File: src/rtl/reg_bank_ctrl.sv
// Register bank R0..R7 with a small multi-cycle controller that steers the
// operand bus mux and writes bus or ALU results back into the bank.
module reg_bank_ctrl #(
  parameter int DATA_W = 16
) (
  input  logic              clk,
  input  logic              rst_n,
  input  logic              run,
  input  logic [8:0]        instr,
  input  logic [DATA_W-1:0] bus_in,
  output logic [3:0]        mux_sel,
  output logic [DATA_W-1:0] reg0,
  output logic [DATA_W-1:0] reg1,
  output logic [DATA_W-1:0] reg2,
  output logic [DATA_W-1:0] reg3,
  output logic [DATA_W-1:0] reg4,
  output logic [DATA_W-1:0] reg5,
  output logic [DATA_W-1:0] reg6,
  output logic [DATA_W-1:0] reg7,
  output logic              done,
  output logic              busy
);

  typedef enum logic [1:0] {
    IDLE = 2'd0,
    T1   = 2'd1,
    T2   = 2'd2,
    T3   = 2'd3
  } state_t;

  localparam logic [3:0] SEL_IMM = 4'd8;

  state_t            state;
  state_t            state_nxt;
  logic [8:0]        ir;
  logic [DATA_W-1:0] a;
  logic [DATA_W-1:0] g;
  logic [DATA_W-1:0] r [8];

  logic [2:0] op;
  logic [2:0] rx;
  logic [2:0] ry;
  logic       is_mv;
  logic       is_mvi;
  logic       is_alu;
  logic       is_nop;

  logic              ld_ir;
  logic              ld_a;
  logic              ld_g;
  logic              wr_en;
  logic              wr_src_g;
  logic [DATA_W-1:0] wr_data;

  assign op = ir[8:6];
  assign rx = ir[5:3];
  assign ry = ir[2:0];

  assign is_nop = op[2];
  assign is_mv  = (op == 3'b000);
  assign is_mvi = (op == 3'b001);
  assign is_alu = (op[2:1] == 2'b01);

  // Outputs depend only on registered state and IR.
  always_comb begin
    state_nxt = state;
    mux_sel   = 4'd0;
    done      = 1'b0;
    ld_ir     = 1'b0;
    ld_a      = 1'b0;
    ld_g      = 1'b0;
    wr_en     = 1'b0;
    wr_src_g  = 1'b0;
    unique case (state)
      IDLE: begin
        if (run) begin
          ld_ir     = 1'b1;
          state_nxt = T1;
        end
      end
      T1: begin
        unique case (1'b1)
          is_nop: begin
            done      = 1'b1;
            state_nxt = IDLE;
          end
          is_mv: begin
            mux_sel   = {1'b0, ry};
            wr_en     = 1'b1;
            done      = 1'b1;
            state_nxt = IDLE;
          end
          is_mvi: begin
            mux_sel   = SEL_IMM;
            wr_en     = 1'b1;
            done      = 1'b1;
            state_nxt = IDLE;
          end
          is_alu: begin
            mux_sel   = {1'b0, rx};
            ld_a      = 1'b1;
            state_nxt = T2;
          end
          default: state_nxt = IDLE;
        endcase
      end
      T2: begin
        mux_sel   = {1'b0, ry};
        ld_g      = 1'b1;
        state_nxt = T3;
      end
      T3: begin
        wr_en     = 1'b1;
        wr_src_g  = 1'b1;
        done      = 1'b1;
        state_nxt = IDLE;
      end
      default: state_nxt = IDLE;
    endcase
  end

  assign busy    = (state != IDLE);
  assign wr_data = wr_src_g ? g : bus_in;

  always_ff @(posedge clk or negedge rst_n) begin
    if (!rst_n) begin
      state <= IDLE;
      ir    <= '0;
      a     <= '0;
      g     <= '0;
      for (int i = 0; i < 8; i++) r[i] <= '0;
    end else begin
      state <= state_nxt;
      if (ld_ir) ir <= instr;
      if (ld_a)  a  <= bus_in;
      // op[0] distinguishes sub (011) from add (010)
      if (ld_g)  g  <= op[0] ? a - bus_in : a + bus_in;
      if (wr_en) r[rx] <= wr_data;
    end
  end

  assign reg0 = r[0];
  assign reg1 = r[1];
  assign reg2 = r[2];
  assign reg3 = r[3];
  assign reg4 = r[4];
  assign reg5 = r[5];
  assign reg6 = r[6];
  assign reg7 = r[7];

endmodule

File: config.mk
export PLATFORM = sky130hd
export DESIGN_NAME = reg_bank_ctrl
export DESIGN_NICKNAME = d
export VERILOG_FILES = /design/src/rtl/reg_bank_ctrl.sv
export SDC_FILE = /design/constraint.sdc
export NUM_CORES = 1
export LEC_CHECK = 0
export CAP_MARGIN = 20
export CORE_MARGIN = 2
export CORE_UTILIZATION = 45
export DETAILED_ROUTE_END_ITERATION = 16
export PLACE_DENSITY = 0.72
export SLEW_MARGIN = 30
export SYNTH_ARGS = -nofsm -noshare
export SYNTH_HDL_FRONTEND = slang
export SYNTH_SLANG_ARGS = --single-unit
File: constraint.sdc
create_clock -name clk -period 4 [get_ports clk]
set_clock_uncertainty 0.2 [all_clocks]
set_input_delay 1 -clock clk [delete_from_list [all_inputs] [get_ports clk]]
set_output_delay 1 -clock clk [all_outputs]
set_load 0.01 [all_outputs]
# ---- Word level (Yosys, flattened, before mapping)
# Index checks and enable logic that the tools add are counted.
dict set report totals {
  mem_bits_rw 0
  latch_bits 0
  input_bits 28
  mem_count 0
  output_inout_bits 134
  register_bits 171
  romBits 0
  wordCells 49
}
dict set report classes {
  n_reduce_logical 6
  div 0
  muxes 20
  add_sub_neg 2
  shifts 0
  magnitude_cmp 2
  eq_ne 6
  n_bitwise 1
  mul 0
}
# operator n
set op_table {}
lappend op_table {{$bwmux W128} 1}
lappend op_table {{$demux W16 S3} 1}
lappend op_table {{$mux W16} 3}
lappend op_table {{$add A16 B16 Y16} 1}
lappend op_table {{$sub A16 B16 Y16} 1}
lappend op_table {{$pmux W4 S3} 1}
lappend op_table {{$mux W1} 8}
lappend op_table {{$pmux W2 S4} 1}
lappend op_table {{$pmux W4 S2} 1}
lappend op_table {{$eq A2 B1 Y1 const B} 2}
lappend op_table {{$eq A2 B2 Y1 const B} 2}
lappend op_table {{$ge A4 B4 Y1 const B} 1}
lappend op_table {{$lt A4 B1 Y1 const B} 1}
lappend op_table {{$mux W2} 2}
lappend op_table {{$not A3 Y4} 1}
lappend op_table {{$pmux W1 S2} 2}
lappend op_table {{$eq A3 B1 Y1 const B} 1}
lappend op_table {{$logic_not A3 Y1} 1}
lappend op_table {{$reduce_or A3 Y1} 1}
lappend op_table {{$logic_not A2 Y1} 1}
lappend op_table {{$ne A2 B2 Y1 const B} 1}
lappend op_table {{$reduce_bool A2 Y1} 1}
lappend op_table {{$reduce_or A2 Y1} 1}
lappend op_table {{$logic_and A1 B1 Y1} 1}

# ---- Longest topological paths before layout
dict set report depth {
  depth_word 6
  ltp_mapped 14
  ltp_nobuf 14
}

# ---- Worst setup path after synthesis
# Ideal clock, no wire load.
dict set report synth_path {
  path_type {input to register}
  start {in bus_in[1]}
  end {reg g[15]}
  path_stages 13
  n_path_buf 0
  slack_ns 0.183
  setup_time_ns 0.136
  arrival_time_ns 3.481
  required_ns 3.664
  path_cell_list {inv_1 ha_1 nor2b_2 nand3_1 or4_4 o31ai_4 xor2_1 ha_1 a21oi_1 o21bai_1 a2111o_1 o2111ai_1 o221ai_2}
}
dict set report synth_via {
  elab_chain_len 2
  word_cells_on_any_way 3
  cone_classes {2 x add/sub; 1 x mux}
}
# element line_no
set synth_rtl {}
lappend synth_rtl {{from (decl)} 10} ;# input logic [DATA_W-1:0] bus_in,
lappend synth_rtl {{$add A16 B16 Y16 / $sub A16 B16 Y16 (equally long branches)} 137} ;# if (ld_g) g <= op[0] ? a - bus_in : a + bus_in;
lappend synth_rtl {{$mux W16 *} 137}
lappend synth_rtl {{to (signal assigned)} 137}
lappend synth_rtl {{to (decl)} 37} ;# logic [DATA_W-1:0] g;
# Every way passes the cells marked *; elsewhere a longest branch is shown, timed or not.
# A chain may end at the register's enable or synchronous reset.

# ---- Worst setup path in the final report
dict set report layout_path {
  start {in bus_in[2]}
  end {reg g[15]}
}
# The elaborated chain is that of the path after synthesis.

==> results.toml <==
[outcome]
status = "complete, no violations"

[timing]
setup_viol = 0
hold_viol = 0
rsz0062_at_grt = "no"
min_period_over_period_pct = 95.6
worst_pin_slew_ps = 879
fin_crit_ps = 3820
maxSlewHeadroom_pct = 41.2
slew_viol_final = 0
fmax_ghz = 0.262
tns_ps = 0

[hold_path]
worstHoldPathType = "reg -> reg"

[floorplanning]
die_area_mm2 = 0.0179
die_y_um = 134
initial_core_util_pct = 45.8
coreArea_mm2 = 0.0165
die_w_um = 134
ioPinCount = 162
rows = 47

[global_route]
grt_usage_pct = 24.1
grt_max_degree = 60
grt_pass1_vias = 5863
antenna_found_initial = 0
grt_pass1_wl_mm = 32.7
grt.overflow.total = 0

[critical_path]
worstPathRequired_ps = 4150
path_delay_family = "simple AND/OR/NAND/NOR gates"
arrival_ps = 3970
path_class = "in -> reg"
worstSetupEndpointType = "register"
cp_common_cell = "a21o_1"
path_buf_inv = 2
crit_fanout = 3
crit_slowest_cell = "or4_4"
worstSetupStartpointType = "input pin"
cpPeakStageDelay_ps = 520
crit_chain = "clkdlybuf4s50_1, nor2b_4, nand3_2, or4_4, buf_4, and2_1, xnor2_2, ha_1, o211ai_1, nand2_1, a21o_1, a21o_1, o21a_1, o221ai_2"

[logic_synthesis]
ys_warn_count = 0
synth.distinct_cells = 60
synth_ff_type = "dfrtp_1"
synth_cells = 747
synth-edff-count = 0
ys_async_sr_fraction_pct = 100
synth_fp_nets = 797
yosysSeqAreaShare_pct = 56.5
synth_area_mm2 = 0.00757
synth.avg_cell_area_um2 = 10.1
synth-seq-cells = 171

[clock_network]
clock_latency_ps = 430
clock_path_buffers = 2
cts_tree = "built"
clkSlewWorstSetupHoldPaths_ps = 70
postCtsHoldBufs = 0
root_buffer = "clkbuf_16"
cts_buffers = 17
cts.sinks = 171
htree_levels = 4

[layout]
stdcell_count = 1188
mostFrequentLayoutCells = "dfrtp_1, nand2_1, clkdlybuf4s50_1, o21ai_0, buf_4"
design_area_mm2 = 0.0105
post-route-util_pct = 63.4
fillerInstances = 1383
nNetsFinal = 1005
insertedDiodeCount = 0
synthToLayoutAreaGrowth_pct = 38.3
drive_gt1_share_pct = 14.6
layout_commonest_cell = "dfrtp_1"

[placed_design]
placedCellCount = 1149
placed_area_mm2 = 0.00977
port_buffers = 161
dp_hpwl_mm = 14.8
gp_congestion = 0.891

[power]
p_per_area_mw_per_mm2 = 932
clkPwrFrac_pct = 17.2
p_comb_share_pct = 50.4
p_int_mw = 6.10
p_leak_nw = 4.78
swShare_pct = 37.5
total_power_mw = 9.76
peakVddDrop_uv = 413
seqPwrFrac_pct = 32.4
p_sw_mw = 3.66

[routing]
drt-vias-per-instance = 5.15
ant_nets = 0
post-route-drc-count = 0
route.final.wire_length_mm = 20.8
dr.pass1.iters = 4
drt_iter0_drc = 337
routedWlPerCell_um = 17.5
num_vias = 6121

[job]
max_cap_violations = 0
area by class of cell:
cell class	count	area (um^2)	share of cell area, %
sequential	171	4280	40.9
tap	220	275	2.63
clock buffer	18	439	4.19
clock inverter	14	159	1.52
inverter	20	75.1	0.717
timing repair buffer	226	2140	20.4
multi-input combinational	519	3110	29.7
worst register-to-register path, cell delays in order (launching register included):
cell and delay [ps]:
dfrtp_1 800, inv_1 280, and2_1 240, xnor2_2 130, ha_1 320, o211ai_1 210
nand2_1 90, a21o_1 180, a21o_1 190, o21a_1 120, o221ai_2 140
registers in the layout (all words and copies together), names as in the netlist, named ones only:
register / count
reg5: 16
g: 16
reg0: 16
ir: 9
reg3: 16
state: 1
reg6: 16
reg2: 16
reg1: 16
a: 16
reg4: 16
reg7: 16
power by group through the flow:
stage               Sequential, mW  Combinational (mW)  Clock (mW)
CTS                           3.16                4.88        1.69
floorplan                     3.37                2.23           0
detailed placement            3.19                4.84           0
global route                  3.27                5.38        1.77
global placement              3.16                4.73           0
finish                        3.16                4.92        1.68
cells in the mapped netlist (all sizes together), types with 2 or more instances:
cell type	n	area, um^2
dfrtp	171	4280
nand2	166	623
o21ai	122	614
nor2	38	145
a21oi	36	199
clkbuf	31	116
ha	21	263
xnor2	21	184
inv	20	75.1
mux2i	17	170
mux2	16	180
a21o	8	60.1
nand3	7	40.0
nor2b	7	46.3
buf	6	35.0
nand3b	4	30.0
nor3	4	25.0
nor3b	4	35.0
o21a	4	31.3
a22oi	3	22.5
and3	3	18.8
o2111ai	3	26.3
o21bai	3	22.5
o31ai	3	36.3
a2111o	2	22.5
a211o	2	17.5
a21boi	2	18.8
a31oi	2	27.5
and2	2	12.5
nand4	2	12.5
or2	2	12.5
or4	2	18.8
xor2	2	17.5
metal layers:
| layer | wire length, um | global-route usage [%] |
|---|---|---|
| met3 | 1130 | 4.00 |
| met2 | 10000 | 39.6 |
| met5 | 0 | 0 |
| met4 | 575 | 8.27 |
| met1 | 9030 | 32.8 |
metrics by stage:
| stage | setup WS [ps] | hold WS (ps) |
|---|---|---|
| 2_1_floorplan | 183 | 251 |
| 3_3_place_gp | -390 | 261 |
| 3_5_place_dp | -453 | 269 |
| 4_1_cts | 36.1 | 284 |
| 5_1_grt | 43.5 | 304 |
| 6_report | 177 | 277 |
path summary, 6_finish.rpt:
| path | startpoint | to | slack (ps) | cells after the start |
|---|---|---|---|---|
| worst max-delay path | bus_in[2] | g[15] | 180 | 14 |
| worst min-delay path | reg4[5] | reg4[5] | 280 | 2 |
| worst max register to register | ir[6] | g[15] | 1010 | 10 |
| worst min register to register | reg4[5] | reg4[5] | 280 | 2 |
| max in group asynchronous | rst_n | g[10] | 2440 | 2 |
| min in group asynchronous | rst_n | reg4[8] | 320 | 1 |
cell families after synthesis:
kind of cell | synth area share (%)
AND/OR/NAND/NOR | 13.9
AO/OA/AOI/OAI | 15.6
flip-flops | 56.5
buffers and inverters | 2.99
multiplexers | 4.62
XOR/XNOR | 2.66
adder cells (fa/ha/maj) | 3.73
repair_timing:
action | 4_1_cts | 5_1_grt
gates resized for setup | 1 | 8
pin swaps | 0 | 6
setup buffers | 0 | 3
endpoints found under the setup margin | 1 | 5
Power figures use the tool's default switching activity.
